### src/rtl/alu_pipe_flags.sv
// alu_pipe_flags: registered ALU with a one-stage valid/ready pipeline and an
// architectural NZCV flag register. ADC/SBC/RSC take their carry-in from the
// flag register; flag writes are gated by the S bit or by a compare opcode.
module alu_pipe_flags #(
   parameter int WIDTH  = 32,
   parameter int PC_INC = 4
) (
   input  logic             clk,
   input  logic             rst_n,
   input  logic             in_valid,
   output logic             in_ready,
   input  logic [4:0]       in_op,
   input  logic             in_s,
   input  logic [WIDTH-1:0] in_a,
   input  logic [WIDTH-1:0] in_b,
   output logic             out_valid,
   input  logic             out_ready,
   output logic [WIDTH-1:0] out_result,
   output logic             out_wen,
   output logic [3:0]       out_flags,
   output logic             out_illegal,
   output logic [3:0]       flags,
   input  logic             flags_ld,
   input  logic [3:0]       flags_din
);

   localparam logic [4:0] OP_AND  = 5'h00;
   localparam logic [4:0] OP_EOR  = 5'h01;
   localparam logic [4:0] OP_SUB  = 5'h02;
   localparam logic [4:0] OP_RSB  = 5'h03;
   localparam logic [4:0] OP_ADD  = 5'h04;
   localparam logic [4:0] OP_ADC  = 5'h05;
   localparam logic [4:0] OP_SBC  = 5'h06;
   localparam logic [4:0] OP_RSC  = 5'h07;
   localparam logic [4:0] OP_TST  = 5'h08;
   localparam logic [4:0] OP_TEQ  = 5'h09;
   localparam logic [4:0] OP_CMP  = 5'h0A;
   localparam logic [4:0] OP_CMN  = 5'h0B;
   localparam logic [4:0] OP_ORR  = 5'h0C;
   localparam logic [4:0] OP_MOV  = 5'h0D;
   localparam logic [4:0] OP_BIC  = 5'h0E;
   localparam logic [4:0] OP_MVN  = 5'h0F;
   localparam logic [4:0] OP_PASS = 5'h10;
   localparam logic [4:0] OP_ADDK = 5'h11;
   localparam logic [4:0] OP_ADBK = 5'h12;
   localparam logic [4:0] OP_LSR1 = 5'h13;
   localparam logic [4:0] OP_LSL1 = 5'h14;

   localparam logic [WIDTH-1:0] K_INC = WIDTH'(PC_INC);

   // flag bit positions inside {N,Z,C,V}
   localparam int FN = 3;
   localparam int FZ = 2;
   localparam int FC = 1;
   localparam int FV = 0;

   logic             accept;
   logic             carry_flag;

   logic [WIDTH-1:0] add_x;
   logic [WIDTH-1:0] add_y;
   logic [WIDTH-1:0] add_z;
   logic             add_cin;
   logic [WIDTH+1:0] add_s;
   logic             arith_c;
   logic             arith_v;

   logic [WIDTH-1:0] op_result;
   logic             op_c;
   logic             op_v;
   logic             op_legal;
   logic             op_cmp;
   logic             op_wen;
   logic [3:0]       op_flags;
   logic             op_flag_wr;

   assign in_ready   = !out_valid || out_ready;
   assign accept     = in_valid && in_ready;
   assign carry_flag = flags[FC];

   // Operand steering for the shared adder. Subtractions become X + ~Y + cin,
   // so cin=1 gives a plain difference and cin=Cf gives the borrow form.
   always_comb begin
      add_x   = '0;
      add_y   = '0;
      add_z   = '0;
      add_cin = 1'b0;
      case (in_op)
         OP_SUB, OP_CMP: begin add_x = in_a; add_y = ~in_b; add_cin = 1'b1;       end
         OP_RSB:         begin add_x = in_b; add_y = ~in_a; add_cin = 1'b1;       end
         OP_ADD, OP_CMN: begin add_x = in_a; add_y = in_b;                        end
         OP_ADC:         begin add_x = in_a; add_y = in_b;  add_cin = carry_flag; end
         OP_SBC:         begin add_x = in_a; add_y = ~in_b; add_cin = carry_flag; end
         OP_RSC:         begin add_x = in_b; add_y = ~in_a; add_cin = carry_flag; end
         OP_ADDK:        begin add_x = in_a; add_y = K_INC;                       end
         OP_ADBK:        begin add_x = in_a; add_y = in_b;  add_z = K_INC;        end
         default:        begin add_x = '0;   add_y = '0;                          end
      endcase
   end

   // One sign-extended adder serves both flags: the top three bits agree only
   // when the signed sum fits in WIDTH bits, and the unsigned carry out of bit
   // WIDTH-1 is recovered by undoing the sign-extension parity at bit WIDTH.
   assign add_s = {{2{add_x[WIDTH-1]}}, add_x}
                + {{2{add_y[WIDTH-1]}}, add_y}
                + {{2{add_z[WIDTH-1]}}, add_z}
                + {{(WIDTH+1){1'b0}}, add_cin};
   assign arith_c = add_s[WIDTH] ^ add_x[WIDTH-1] ^ add_y[WIDTH-1] ^ add_z[WIDTH-1];
   assign arith_v = !((add_s[WIDTH+1] == add_s[WIDTH]) && (add_s[WIDTH] == add_s[WIDTH-1]));

   // Result selection and per-op flag rules; logical ops keep C and V.
   always_comb begin
      op_result = '0;
      op_c      = flags[FC];
      op_v      = flags[FV];
      op_legal  = 1'b1;
      op_cmp    = 1'b0;
      case (in_op)
         OP_AND, OP_TST: op_result = in_a & in_b;
         OP_EOR, OP_TEQ: op_result = in_a ^ in_b;
         OP_SUB, OP_RSB, OP_ADD, OP_ADC, OP_SBC, OP_RSC,
         OP_CMP, OP_CMN, OP_ADDK, OP_ADBK: begin
            op_result = add_s[WIDTH-1:0];
            op_c      = arith_c;
            op_v      = arith_v;
         end
         OP_ORR:  op_result = in_a | in_b;
         OP_MOV:  op_result = in_b;
         OP_BIC:  op_result = in_a & ~in_b;
         OP_MVN:  op_result = ~in_b;
         OP_PASS: op_result = in_a;
         OP_LSR1: begin
            op_result = {1'b0, in_a[WIDTH-1:1]};
            op_c      = in_a[0];
         end
         OP_LSL1: begin
            op_result = {in_a[WIDTH-2:0], 1'b0};
            op_c      = in_a[WIDTH-1];
         end
         default: op_legal = 1'b0;
      endcase
      if (in_op == OP_TST || in_op == OP_TEQ || in_op == OP_CMP || in_op == OP_CMN) begin
         op_cmp = 1'b1;
      end
   end

   // Writeback enable, reported flags and flag-register write qualifier.
   always_comb begin
      op_wen     = op_legal && !op_cmp;
      op_flag_wr = op_legal && (in_s || op_cmp);
      op_flags   = flags;
      if (op_legal) begin
         op_flags[FN] = op_result[WIDTH-1];
         op_flags[FZ] = (op_result == '0);
         op_flags[FC] = op_c;
         op_flags[FV] = op_v;
      end
   end

   // Architectural flags: a direct load beats a same-edge flag-writing accept.
   always_ff @(posedge clk or negedge rst_n) begin
      if (!rst_n) begin
         flags <= 4'b0000;
      end else if (flags_ld) begin
         flags <= flags_din;
      end else if (accept && op_flag_wr) begin
         flags <= op_flags;
      end
   end

   // Output stage: load on accept, hold while stalled, drop valid once taken.
   always_ff @(posedge clk or negedge rst_n) begin
      if (!rst_n) begin
         out_valid   <= 1'b0;
         out_result  <= '0;
         out_wen     <= 1'b0;
         out_flags   <= 4'b0000;
         out_illegal <= 1'b0;
      end else if (accept) begin
         out_valid   <= 1'b1;
         out_result  <= op_result;
         out_wen     <= op_wen;
         out_flags   <= op_flags;
         out_illegal <= !op_legal;
      end else if (out_ready) begin
         out_valid   <= 1'b0;
      end
   end

endmodule

### config.mk
export PLATFORM = sky130hd
export DESIGN_NAME = alu_pipe_flags
export DESIGN_NICKNAME = d
export VERILOG_FILES = /design/src/rtl/alu_pipe_flags.sv
export SDC_FILE = /design/constraint.sdc
export NUM_CORES = 1
export LEC_CHECK = 0
export CAP_MARGIN = 20
export CORE_MARGIN = 2
export CORE_UTILIZATION = 35
export CTS_CLUSTER_DIAMETER = 60
export CTS_CLUSTER_SIZE = 25
export DETAILED_ROUTE_END_ITERATION = 6
export PLACE_DENSITY = 0.52
export RECOVER_POWER = 25
export SYNTH_ARGS = -nofsm -noshare
export SYNTH_HDL_FRONTEND = slang
export SYNTH_SLANG_ARGS = --single-unit
### constraint.sdc
create_clock -name clk -period 4.6 [get_ports clk]
set_clock_uncertainty 0.05 [all_clocks]
set_input_delay 0.69 -clock clk [delete_from_list [all_inputs] [get_ports clk]]
set_output_delay 0.69 -clock clk [all_outputs]
set_load 0.05 [all_outputs]
Word level (Yosys, flattened, before mapping)
Cells that the tools add are included. Widths: inputs -> output; s select.

Flip-flop bits (word level): 43. Bits of input ports: 79. Output and inout bits: 44. Logic and storage cells: 82.

Add/sub/neg operators: 3. Equal/unequal tests: 22. Multiplexer cells: 14. Bitwise operators: 9. Reductions and logical operators: 28.

Operators with widths (count): $pmux 32 s10 (1); $pmux 32 s4 (1); $and 32x32->32 (2); $not 32->32 (2); $pmux 32 s2 (1); $eq 5x4->1 const B (8); $add 33x4->34 (1); $add 34x1->34 (1); $add 32x32->33 (1); $logic_not 32->1 (1); $or 32x32->32 (1); $xor 32x32->32 (1); $eq 5x5->1 const B (5); $reduce_or 21->1 (1); $eq 5x3->1 const B (4); $mux 4 (3); $eq 5x2->1 const B (2); $reduce_or 10->1 (1); $reduce_or 3->1 (3); $reduce_or 8->1 (1); $reduce_or 2->1 (3); $eq 5x1->1 const B (1); $logic_and 1x1->1 (5); $logic_not 5->1 (1); 11 further kinds (25).

Depth between registers and ports, before layout
Gate-level depths: netlist (run 1).

Word-level depth: 13. Depth in mapped cells: 22. Gate-level depth less buffers: 19.

Least setup slack after synthesis (run 1)
Ideal clock, no wire load.

Path type: input -> register. From: input in_op[1]. To: register out_flags[2]. Library setup time: 0.077 ns. Data arrival time: 5.026 ns. Required time: 4.473 ns. Setup slack: -0.553 ns. Stages on the path: 22. Path buffers: 4. Cell sequence: buf_4 -> buf_6 -> buf_2 -> nor2_1 -> a221oi_1 -> a31o_2 -> clkbuf_1 -> nand2_1 -> o21ai_0 -> ha_1 -> ha_1 -> fa_1 -> a21o_1 -> a221o_1 -> o2111ai_2 -> a2111oi_1 -> or3_1 -> a31oi_2 -> nand4bb_1 -> or3_1 -> nand4bb_1 -> a21oi_1.

Longest elaborated chain between the ends: 9. Elaborated cells between the ends (all ways): 42. Classes of those cells: add/sub: 3; eq/ne: 20; mux: 7; reduce/logical: 12.

Ends and longest elaborated chain: start, declared (RTL line 12) `input logic [4:0] in_op,`; $eq 5x4->1 (tied with other cells) (RTL line 88, 118); $reduce_or 8->1 (no line) (tied with other cells); $pmux 32 s2 or $pmux 32 s4 (tied branches) (RTL line 88) `case (in_op)`; $add 32x32->33 (RTL line 105) `+ {{2{add_y[WIDTH-1]}}, add_y}`; $add 33x4->34 (RTL line 106) `+ {{2{add_z[WIDTH-1]}}, add_z}`; $add 34x1->34 (RTL line 107) `+ {{(WIDTH+1){1'b0}}, add_cin};`; $pmux 32 s10 (RTL line 118) `case (in_op)`; $logic_not 32->1 (RTL line 154) `op_flags[FZ] = (op_result == '0);`; $mux 4 * (RTL line 152) `if (op_legal) begin`; end signal, assigned (RTL line 183) `out_flags <= op_flags;`; end, declared (RTL line 20) `output logic [3:0] out_flags,`.

Mark *: on every way between the ends. The rest lies on a longest branch, timed or not. A chain may end at the register's enable or synchronous reset.

Final worst setup path (run 1)
From: input in_op[2]. To: register flags[2].

Longest elaborated chain between the ends: 11. Elaborated cells between the ends (all ways): 52. Classes of those cells: add/sub: 3; eq/ne: 20; mux: 10; reduce/logical: 19.

Ends and longest elaborated chain: $eq 5x4->1 (tied with other cells) (RTL line 88, 118, 142); $reduce_or 8->1 (no line) (tied with other cells); $pmux 32 s2 or $pmux 32 s4 (tied branches) (RTL line 88); $add 32x32->33 (RTL line 105); $add 33x4->34 (RTL line 106); $add 34x1->34 (RTL line 107); $pmux 32 s10 (RTL line 118); $logic_not 32->1 (RTL line 154); $mux 4 (RTL line 152); $mux 4 (RTL line 166) `end else if (accept && op_flag_wr) begin`; $mux 4 (RTL line 164) `end else if (flags_ld) begin`; end signal, assigned (RTL line 165) `flags <= flags_din;`; end signal, assigned (RTL line 167) `flags <= op_flags;`; end, declared (RTL line 22) `output logic [3:0] flags,`.

Parallel ways exist; a longest one is shown, timed or not. The select of a mux whose other input is x is not followed.

==> impl_metrics.env, run 1 <==
export IMPL_fin_util_pct=54.8
export IMPL_yosysWarnings=0
export IMPL_intPower_w=0.00143
export IMPL_drv_slew=40
export IMPL_n_fill_cell=2323
export IMPL_clock_sinks=43
export IMPL_remaining_drc_errors=0
export IMPL_critPathMaxFanout=4
export IMPL_dr_pass1_iters=5
export IMPL_synthAdderAreaFrac_pct=15.0
export IMPL_hold_path_class="input port to asynchronous set/reset pin"
export IMPL_num_rows=56
export IMPL_placed_area_um2=11700
export IMPL_muxShareOfSynthArea_pct=1.03
export IMPL_synth_flop_cell="dfrtp_1"
export IMPL_synth_avg_cell_area_um2=7.05
export IMPL_worstMarginPinSlew_ps=2080
export IMPL_critPathCaptureType="flop"
export IMPL_finalPower_w=0.00249
export IMPL_cts_max_level=2
export IMPL_yosys_area_share_simple_pct=24.4
export IMPL_cts_buffer_depth=2
export IMPL_synth_top_family_by_area="compound AO/OA/AOI/OAI gates"
export IMPL_max_cap_violations=1
export IMPL_async_flop_share_pct=100
export IMPL_drtAntennaViolNets=0
export IMPL_cp_required_ps=4760
export IMPL_syn_area_um2=8230
export IMPL_power_density_nw_per_um2=195
export IMPL_place_gp_congestion=1.04
export IMPL_postLayoutCellArea_um2=12700
export IMPL_grt_first_pass_wirelength_mm=57.5
export IMPL_ys_seq_area_share_pct=13.1
export IMPL_finalSetupViolations=5
export IMPL_critPathArrivalTime_ps=5010
export IMPL_wl_mm=37.7
export IMPL_syn_nets=1344
export IMPL_path_class="input port to flop"
export IMPL_slew_headroom_pct=-38.9
export IMPL_first_global_vias=10100
export IMPL_fp_dieH_um=157
export IMPL_antennaDiodeCount=0
export IMPL_yosysUniqueCellTypes=85
export IMPL_rsz0062_at_grt="true"
export IMPL_power_leakage_nw=5.68
export IMPL_cts_tree="yes"
export IMPL_die_w_um=157
export IMPL_insertion_delay_ps=280
export IMPL_dp_cells=1811
export IMPL_routedWlPerCell_um=20.3
export IMPL_setup_ws_ps=-249
export IMPL_comb_power_share_pct=62.6
export IMPL_drt_iter0_drc=918
export IMPL_hold_violations=0
export IMPL_fin_crit_ps=4850
export IMPL_die_area_um2=24800
export IMPL_layout_cells_non_filler=1856
export IMPL_design_portCount=123
export IMPL_area_growth_pct=54.9
export IMPL_numCtsBuffers=5
export IMPL_grt_overflow_total=0
export IMPL_num_vias=10700
export IMPL_p_sw_share_pct=42.7
export IMPL_power_frac_seq_pct=19.2
export IMPL_numPortBuffers=122
export IMPL_drive_gt1_share_pct=28.8
export IMPL_grt_usage_pct=29.8
export IMPL_finalCritPeriodShare_pct=105
export IMPL_core_um2=23300
export IMPL_clk_pin_slew_ps=60
export IMPL_worstSetupStartpointType="input port"
export IMPL_grt_max_degree=52
export IMPL_antenna_found_initial=1
export IMPL_hpwl_mm=30.0
export IMPL_status="complete, but fails checks"
export IMPL_synth_xor_area_share_pct=2.66
export IMPL_fin_nets=1712
export IMPL_power_switching_w=0.00106
export IMPL_vdd_drop_max_mv=0.153
export IMPL_ctsRootBufferMaster="clkbuf_16"
export IMPL_ys_ff_latch=43
export IMPL_p_clk_share_pct=18.3
export IMPL_initial_core_util_pct=35.4
export IMPL_synth_enable_flop_cells=0
export IMPL_viasPerCell=5.74
export IMPL_synth_compound_area_share_pct=34.9
export IMPL_violations="max-capacitance violations, max-slew violations, negative setup slack"
export IMPL_max_freq_mhz=206
export IMPL_syn_inst=1168
==> what timing repair did <==
action | 4_1_cts | 5_1_grt
gates resized for setup | 66 | 68
buffers inserted | 23 | 13
cloned | 2 | 0
pin swaps | 26 | 46
hold buffers | 0 | 0
endpoints found under the setup margin | 24 | 19
==> metal layers <==
layer  share of wire (%)  wire length, µm  GRT usage (%)  vias to the layer above
met5                   0                0              0                        -
met4                 2.5              957           9.00                        0
met3                 8.0             3010           3.52                       61
met2                  43            16200           46.2                      441
met1                  46            17500           43.0                     5048
li1                    -                -              -                     5108
==> final cells by class <==
type	instances	area, µm²	share of cell area [%]
multi-input cells	958	6990	54.9
well taps	319	399	3.13
inverters	79	304	2.39
repair buffers	449	3780	29.7
clock buffers	6	129	1.01
clock inverters	2	60.1	0.471
flip-flops and latches	43	1080	8.44
==> power by group through the flow <==
stage	sequential (W)	combinational, W	clock (W)
after global routing	0.000484	0.00167	0.000473
after detailed placement	0.000484	0.00143	0
after global placement	0.000483	0.00142	0
after CTS	0.000477	0.00148	0.000459
final	0.000477	0.00156	0.000455
after floorplan	0.000699	0.000545	0
==> layout by cell type, fill, tap and decap left out, types with 6 or more instances in the layout <==
cell type        instances
nand2b_1                12
a21oi_1                 59
and2_1                   6
nor2_1                  53
a22oi_1                 13
a221oi_1                 8
buf_8                    7
o21a_1                  12
buf_6                   15
a222oi_1                 9
and3_1                   6
o21ai_1                  8
dfrtp_1                 43
o2111ai_1               12
nor4_1                   8
ha_4                    12
buf_4                  306
a31oi_1                  9
nor3b_1                  6
a21oi_2                  8
xnor2_1                  9
nand3_1                 28
nand2_1                209
xor2_1                  14
nor3_1                  17
o21ai_0                 95
ha_1                    80
clkdlybuf4s50_1        116
nor2b_1                  7
a211oi_1                15
nand4_1                 17
a21o_1                   8
o221ai_1                29
a211oi_2                 6
o211ai_1                21
inv_1                   77
==> cells in the mapped netlist, types with 17 or more instances <==
library cell,number,area (µm²)
nor2_1,56,210
clkbuf_1,49,184
o221ai_1,31,272
buf_2,22,110
nand3_1,29,145
o211ai_1,21,158
ha_1,94,1180
nand2_1,212,796
dfrtp_1,43,1080
nor3_1,17,85.1
nand4_1,17,106
a21oi_1,69,345
inv_1,79,297
a211oi_1,18,135
o21ai_0,103,515
==> critical path, cell delays in order <==
cell       delay (ps)
buf_6              90
buf_6             120
a21o_1            150
a221oi_2           70
a31o_4            230
buf_4             130
buf_4             130
a22oi_2           140
fa_2              230
inv_2              50
ha_4              160
fa_2              380
buf_4             140
xor2_1            160
a2111oi_1         760
buf_4             250
nand4_1            80
or4_1             440
nor4_2            350
nand4b_1          130
o21ai_1           130
==> metrics by stage <==
stage               hold WS, ps  setup TNS, ps  setup slack [ps]
floorplan                   344           -275              -192
global placement            402         -13720             -1280
detailed placement          411         -15660             -1260
CTS                         426           -459              -257
global route                200          -1640              -405
finish                      182           -570              -249
==> logic make-up (layout without fill, tap and decap cells) <==
kind of cell,Yosys count,after routing
AO/OA/AOI/OAI,406,406
XOR/XNOR,25,25
adder cells (fa/ha/maj),97,97
buffers and inverters,167,536
flip-flops,43,43
multiplexers,8,8
AND/OR/NAND/NOR,422,422
==> flip-flops by register name, indices dropped and copies added (netlist names) <==
signal,flops
out_result,32
flags,4
out_flags,4
out_illegal,1
out_valid,1
out_wen,1
==> worst paths after layout <==
kind | to | from | slack [ps] | depth (start not counted)
max | flags[2]$_DFFE_PN0P_ | in_op[2] | -250 | 21
min | out_result[5]$_DFFE_PN0P_ | rst_n | 180 | 1
max reg2reg | flags[2]$_DFFE_PN0P_ | flags[1]$_DFFE_PN0P_ | 300 | 17
min reg2reg | out_result[10]$_DFFE_PN0P_ | out_result[10]$_DFFE_PN0P_ | 420 | 2
max in group asynchronous | out_flags[3]$_DFFE_PN0P_ | rst_n | 2090 | 2
min in group clk | out_result[10]$_DFFE_PN0P_ | out_result[10]$_DFFE_PN0P_ | 420 | 2
Power figures use the tool's default switching activity.
==> run 2, diff against run 1 <==
--- a/config.mk
+++ b/config.mk
@@ -11,7 +11,7 @@
 export CTS_CLUSTER_DIAMETER = 60
 export CTS_CLUSTER_SIZE = 25
 export DETAILED_ROUTE_END_ITERATION = 6
-export PLACE_DENSITY = 0.52
+export PLACE_DENSITY = 0.54
 export RECOVER_POWER = 25
 export SYNTH_ARGS = -nofsm -noshare
 export SYNTH_HDL_FRONTEND = slang
==> constraint.sdc (replaced) <==
create_clock -name clk -period 4 [get_ports clk]
set_clock_uncertainty 0.05 [all_clocks]
set_input_delay 0.6 -clock clk [delete_from_list [all_inputs] [get_ports clk]]
set_output_delay 0.6 -clock clk [all_outputs]
set_load 0.05 [all_outputs]
==> impl_metrics.env, run 2 (synthesized netlist as in run 1, its figures left out) <==
export IMPL_status="complete, but fails checks"
export IMPL_violations="max-capacitance violations, max-slew violations, negative setup slack"
export IMPL_power_leakage_nw=6.17
export IMPL_power_frac_seq_pct=18.6
export IMPL_fin_crit_ps=4780
export IMPL_worstReg2RegStart="flags[1]$_DFFE_PN0P_"
export IMPL_place_gp_congestion=1.06
export IMPL_clk_pin_slew_ps=60
export IMPL_rsz0062_at_grt="true"
export IMPL_hold_violations=0
export IMPL_dr_pass1_iters=6
export IMPL_numCtsBuffers=5
export IMPL_finalCritPeriodShare_pct=119
export IMPL_final_common_cell="buf_4"
export IMPL_top_regs="out_result: 32 flops, flags: 4 flops, out_flags: 4 flops"
export IMPL_die_area_um2=24800
export IMPL_drive_gt1_share_pct=34.6
export IMPL_fin_tns_setup_ps=-8000
export IMPL_critPathCaptureType="flop"
export IMPL_num_vias=11100
export IMPL_cts_hold_buf=0
export IMPL_fp_dieH_um=157
export IMPL_fin_hold_ws_ps=55.7
export IMPL_ctsRootBufferMaster="clkbuf_16"
export IMPL_setup_ws_ps=-778
export IMPL_routedWlPerCell_um=20.2
export IMPL_cts_buffer_depth=2
export IMPL_intPower_w=0.00166
export IMPL_design_portCount=123
export IMPL_drtAntennaViolNets=0
export IMPL_die_w_um=157
export IMPL_grt_overflow_total=0
export IMPL_hpwl_mm=31.3
export IMPL_grt_usage_pct=30.9
export IMPL_largest_reg_flops=32
export IMPL_clock_sinks=43
export IMPL_slew_headroom_pct=-45.2
export IMPL_initial_core_util_pct=35.4
export IMPL_grt_first_pass_wirelength_mm=59.2
export IMPL_max_freq_mhz=209
export IMPL_numPortBuffers=122
export IMPL_grtUsageMet2_pct=49.0
export IMPL_insertion_delay_ps=280
export IMPL_p_clk_share_pct=16.2
export IMPL_num_rows=56
export IMPL_p_sw_share_pct=43.3
export IMPL_wl_mm=39.2
export IMPL_finalPower_w=0.00293
export IMPL_power_switching_w=0.00127
export IMPL_critPathMaxFanout=8
export IMPL_fin_nets=1798
export IMPL_crit_start="in_op[1]"
export IMPL_n_fill_cell=2161
export IMPL_critPathArrivalTime_ps=4950
export IMPL_comb_power_share_pct=65.2
export IMPL_drv_slew=42
export IMPL_fin_util_pct=59.1
export IMPL_path_class="input port to flop"
export IMPL_cts_max_level=2
export IMPL_hold_path_class="input port to asynchronous set/reset pin"
export IMPL_worstMarginPinSlew_ps=2180
export IMPL_worstSetupStartpointType="input port"
export IMPL_power_density_nw_per_um2=214
export IMPL_grt_busiest_layer="met2"
export IMPL_vdd_drop_max_mv=0.225
export IMPL_viasPerCell=5.72
export IMPL_core_um2=23300
export IMPL_first_global_vias=10400
export IMPL_cp_required_ps=4170
export IMPL_area_growth_pct=66.9
export IMPL_cts_tree="yes"
export IMPL_antennaDiodeCount=0
export IMPL_met1_usage_pct=42.6
export IMPL_drt_iter0_drc=1109
export IMPL_remaining_drc_errors=0
export IMPL_grt_max_degree=52
export IMPL_regMostFlops="out_result"
export IMPL_final_cell_mix="buf_4, nand2_1, clkdlybuf4s50_1"
export IMPL_finalSetupViolations=27
export IMPL_max_cap_violations=1
export IMPL_antenna_found_initial=0
export IMPL_post_place_ws_ps=-1780
export IMPL_rr_worst_depth=18
export IMPL_grt_use_met3_pct=5.07
[run 2: changes by cell type in the layout (fill, tap and decap cells not counted), moves of 4 or more]
cell     before  now
a21oi_4       2    6
o21ai_1       8   13
nand3_2       0    4
o21ai_2       3   11
buf_6        15   26
buf_12        2    7
buf_4       306  380
o21ai_0      95   82
a21oi_1      59   52
buf_8         7    2
nand3_1      28   24
[run 2: worst max-delay path, stage by stage]
cell	delay, ps
buf_4	150
buf_4	150
nor2_4	100
a221oi_2	70
a31o_2	260
buf_6	130
a22oi_1	200
fa_2	250
inv_1	60
ha_4	170
fa_2	390
a21o_1	230
a221o_1	380
o2111ai_4	250
nand2_2	120
xor2_2	190
a2111oi_4	430
nand4_1	170
nor4b_2	350
nand4bb_1	140
a21oi_1	150
[run 2: routing by layer]
metal | vias up | wire (µm) | part of all wire (%)
met5 | - | 0 | 0
met4 | 0 | 1430 | 3.6
met3 | 107 | 3380 | 8.6
met2 | 545 | 17000 | 43
met1 | 5192 | 17300 | 44
li1 | 5268 | - | -
[run 2: layout make-up]
type,count,area (µm²),area share [%]
clock inverter,2,35.0,0.255
clock buffer,6,139,1.01
timing repair buffer,535,4490,32.7
multi-input combinational,958,7300,53.1
sequential,43,1080,7.83
tap,319,399,2.91
inverter,79,299,2.18
[run 2: metrics by stage]
| step | instances | cell area (µm²) |
|---|---|---|
| floorplan | 1168 | 8450 |
| global placement | 1896 | 12500 |
| detailed placement | 1896 | 12500 |
| CTS | 1930 | 13300 |
| global route | 1942 | 13700 |
| finish | 1942 | 13700 |
[run 2: power groups by stage]
stage               clock network [W]  registers, W  logic, W
detailed placement                  0      0.000555   0.00172
global route                 0.000498      0.000556   0.00204
global placement                    0      0.000554   0.00171
floorplan                           0      0.000804  0.000634
finish                       0.000476      0.000547   0.00191
CTS                          0.000485      0.000547   0.00181
[run 2: worst paths after layout]
check                                             end  slack, ps
setup / recovery             out_flags[2]$_DFFE_PN0P_       -780
hold / removal              out_result[6]$_DFFE_PN0P_         60
setup reg to reg             out_flags[2]$_DFFE_PN0P_       -290
hold reg to reg            out_result[10]$_DFFE_PN0P_        410
max in group asynchronous  out_result[30]$_DFFE_PN0P_       1570
min in group clk           out_result[10]$_DFFE_PN0P_        410
[run 2: what timing repair did]
item	CTS	global route
pin swaps	37	58
gates cloned	1	0
endpoints found under the setup margin	35	34
resized for setup	98	84
setup buffers	25	17
==> patch: new RTL, flow settings as in run 2 <==
Put one more register stage on the output `flags`, without a reset. The value now appears one clock later. The other outputs are not delayed to match.
--- a/src/rtl/alu_pipe_flags.sv
+++ b/src/rtl/alu_pipe_flags.sv
@@ -56,2 +56,4 @@
 
+   logic [3:0] flags_s0;
+
    logic             accept;
@@ -78,3 +80,3 @@
    assign accept     = in_valid && in_ready;
-   assign carry_flag = flags[FC];
+   assign carry_flag = flags_s0[FC];
 
@@ -113,4 +115,4 @@
       op_result = '0;
-      op_c      = flags[FC];
-      op_v      = flags[FV];
+      op_c      = flags_s0[FC];
+      op_v      = flags_s0[FV];
       op_legal  = 1'b1;
@@ -150,3 +152,3 @@
       op_flag_wr = op_legal && (in_s || op_cmp);
-      op_flags   = flags;
+      op_flags   = flags_s0;
       if (op_legal) begin
@@ -162,7 +164,7 @@
       if (!rst_n) begin
-         flags <= 4'b0000;
+         flags_s0 <= 4'b0000;
       end else if (flags_ld) begin
-         flags <= flags_din;
+         flags_s0 <= flags_din;
       end else if (accept && op_flag_wr) begin
-         flags <= op_flags;
+         flags_s0 <= op_flags;
       end
@@ -189,2 +191,6 @@
 
+   always_ff @(posedge clk) begin
+      flags <= flags_s0;
+   end
+
 endmodule
Function: changed (a bounded check fails within 4 cycles, from zero or initial values and one cycle with rst_n low).
==> patch against run 2 <==
  * Setup slack improved by 0.28 ns
  * Via count fell by 6.4%
  * Area after synthesis shrank 5.1%
  * Wire length decreased by 6.2%
  * Largest cell class unchanged
  * Power is 3.8% lower
  * Die area down 4.9%
  * Synthesized cell count fell by 3.9%
  * The run still ends with max-capacitance violations, max-slew violations, negative setup slack left
  * Sequential cell count rose by 4
  * Final area shrank 3.5%
==> patch: results (changes against run 2) <==
Global route:
- The overall fraction of global-route tracks in use is 30.2% (-0.72 points).
- The met2 capacity usage during global routing came to 50.9% (+1.9 points).
- The global routing usage on met1 is 41.3% (-1.3 points).
- The met3 track utilization from global routing is 2.15% (-2.9 points).

Logic synthesis:
- The synthesized netlist net count is 1298 (-3.4%).
- The number of unique standard cell types used by synthesis is 80 (-5.9%).

Setup path:
- The highest fanout seen on the critical path was 7 (-1).
- The startpoint identified for the worst register-to-register timing path is flags_s0[1].
- On the critical path, the stage with the largest delay is an instance of sky130_fd_sc_hd__a2111o_1.
- The minimum setup slack among reg-to-reg paths is 0.11 ns (+0.40 ns).
- The critical path data arrival time came to 4.61 ns (-0.34 ns).

Outcome:
- The run finished, with violations left.
- The checks that failed: max-capacitance violations, max-slew violations, negative setup slack.

Routing:
- The met2 layer wire length in the routed design is 17300 um (+1.8%).
- The total wire length after detailed routing is 36700 um (-6.2%).

Power:
- The total leakage power was 0.00594 uW (-3.6%).
- The total power draw was 2820 uW (-3.8%).
- The maximum VDD drop is 0.160 mV (-29%).

Run:
- The number of max-capacitance violations reported is 1 (unchanged).

Layout:
- The fill cell total of the finished layout is 2044 (-5.4%).
- The ratio of cells with drive above 1 in the final layout is 36.0% (+1.3 points).

Min path:
- The classification of the worst-slack hold path is reg -> reg.

Timing:
- The setup-violating endpoint count in the final report is 18 (-33%).
- The hold slack was 0.346 ns (+0.290 ns).
- The final max-slew violation count is 44 (+4.8%).
- The worst-case setup margin in the final layout is -0.496 ns (+0.282 ns).

Place:
- The placer's final routability congestion estimate is 0.971 (-8.7%).
- The number of instances in the placed design is 1760 (-7.2%).
-- patch: logic make-up after synthesis --
| kind of cell | after synthesis | share of synthesized area [%] |
|---|---|---|
| AOI/OAI and AO/OA | 410 | 34.3 |
| xor gates and xnor gates | 30 | 3.36 |
| adders and majority gates | 97 | 15.8 |
| buffers and inverters | 165 | 8.92 |
| DFF | 47 | 14.8 |
| muxes | 9 | 1.18 |
| and+or+nand+nor | 364 | 21.6 |
-- patch: what timing repair did --
action                                 CTS  global route
setup endpoints to repair               35            30
resized for setup                      164            87
buffers inserted                        28            13
gates cloned                             1             0
pin swaps                               80            57
endpoints found under the hold margin    0             0
hold buffers                             0             0
-- patch: final cells by class --
type / instances / area, um^2 / share of cell area [%]
flip-flops and latches: 47 / 1160 / 8.72
repair buffers: 486 / 4210 / 31.7
clock buffers: 7 / 143 / 1.08
clock inverters: 1 / 5.00 / 0.0377
multi-input cells: 910 / 7120 / 53.7
well taps: 280 / 350 / 2.64
inverters: 75 / 282 / 2.12
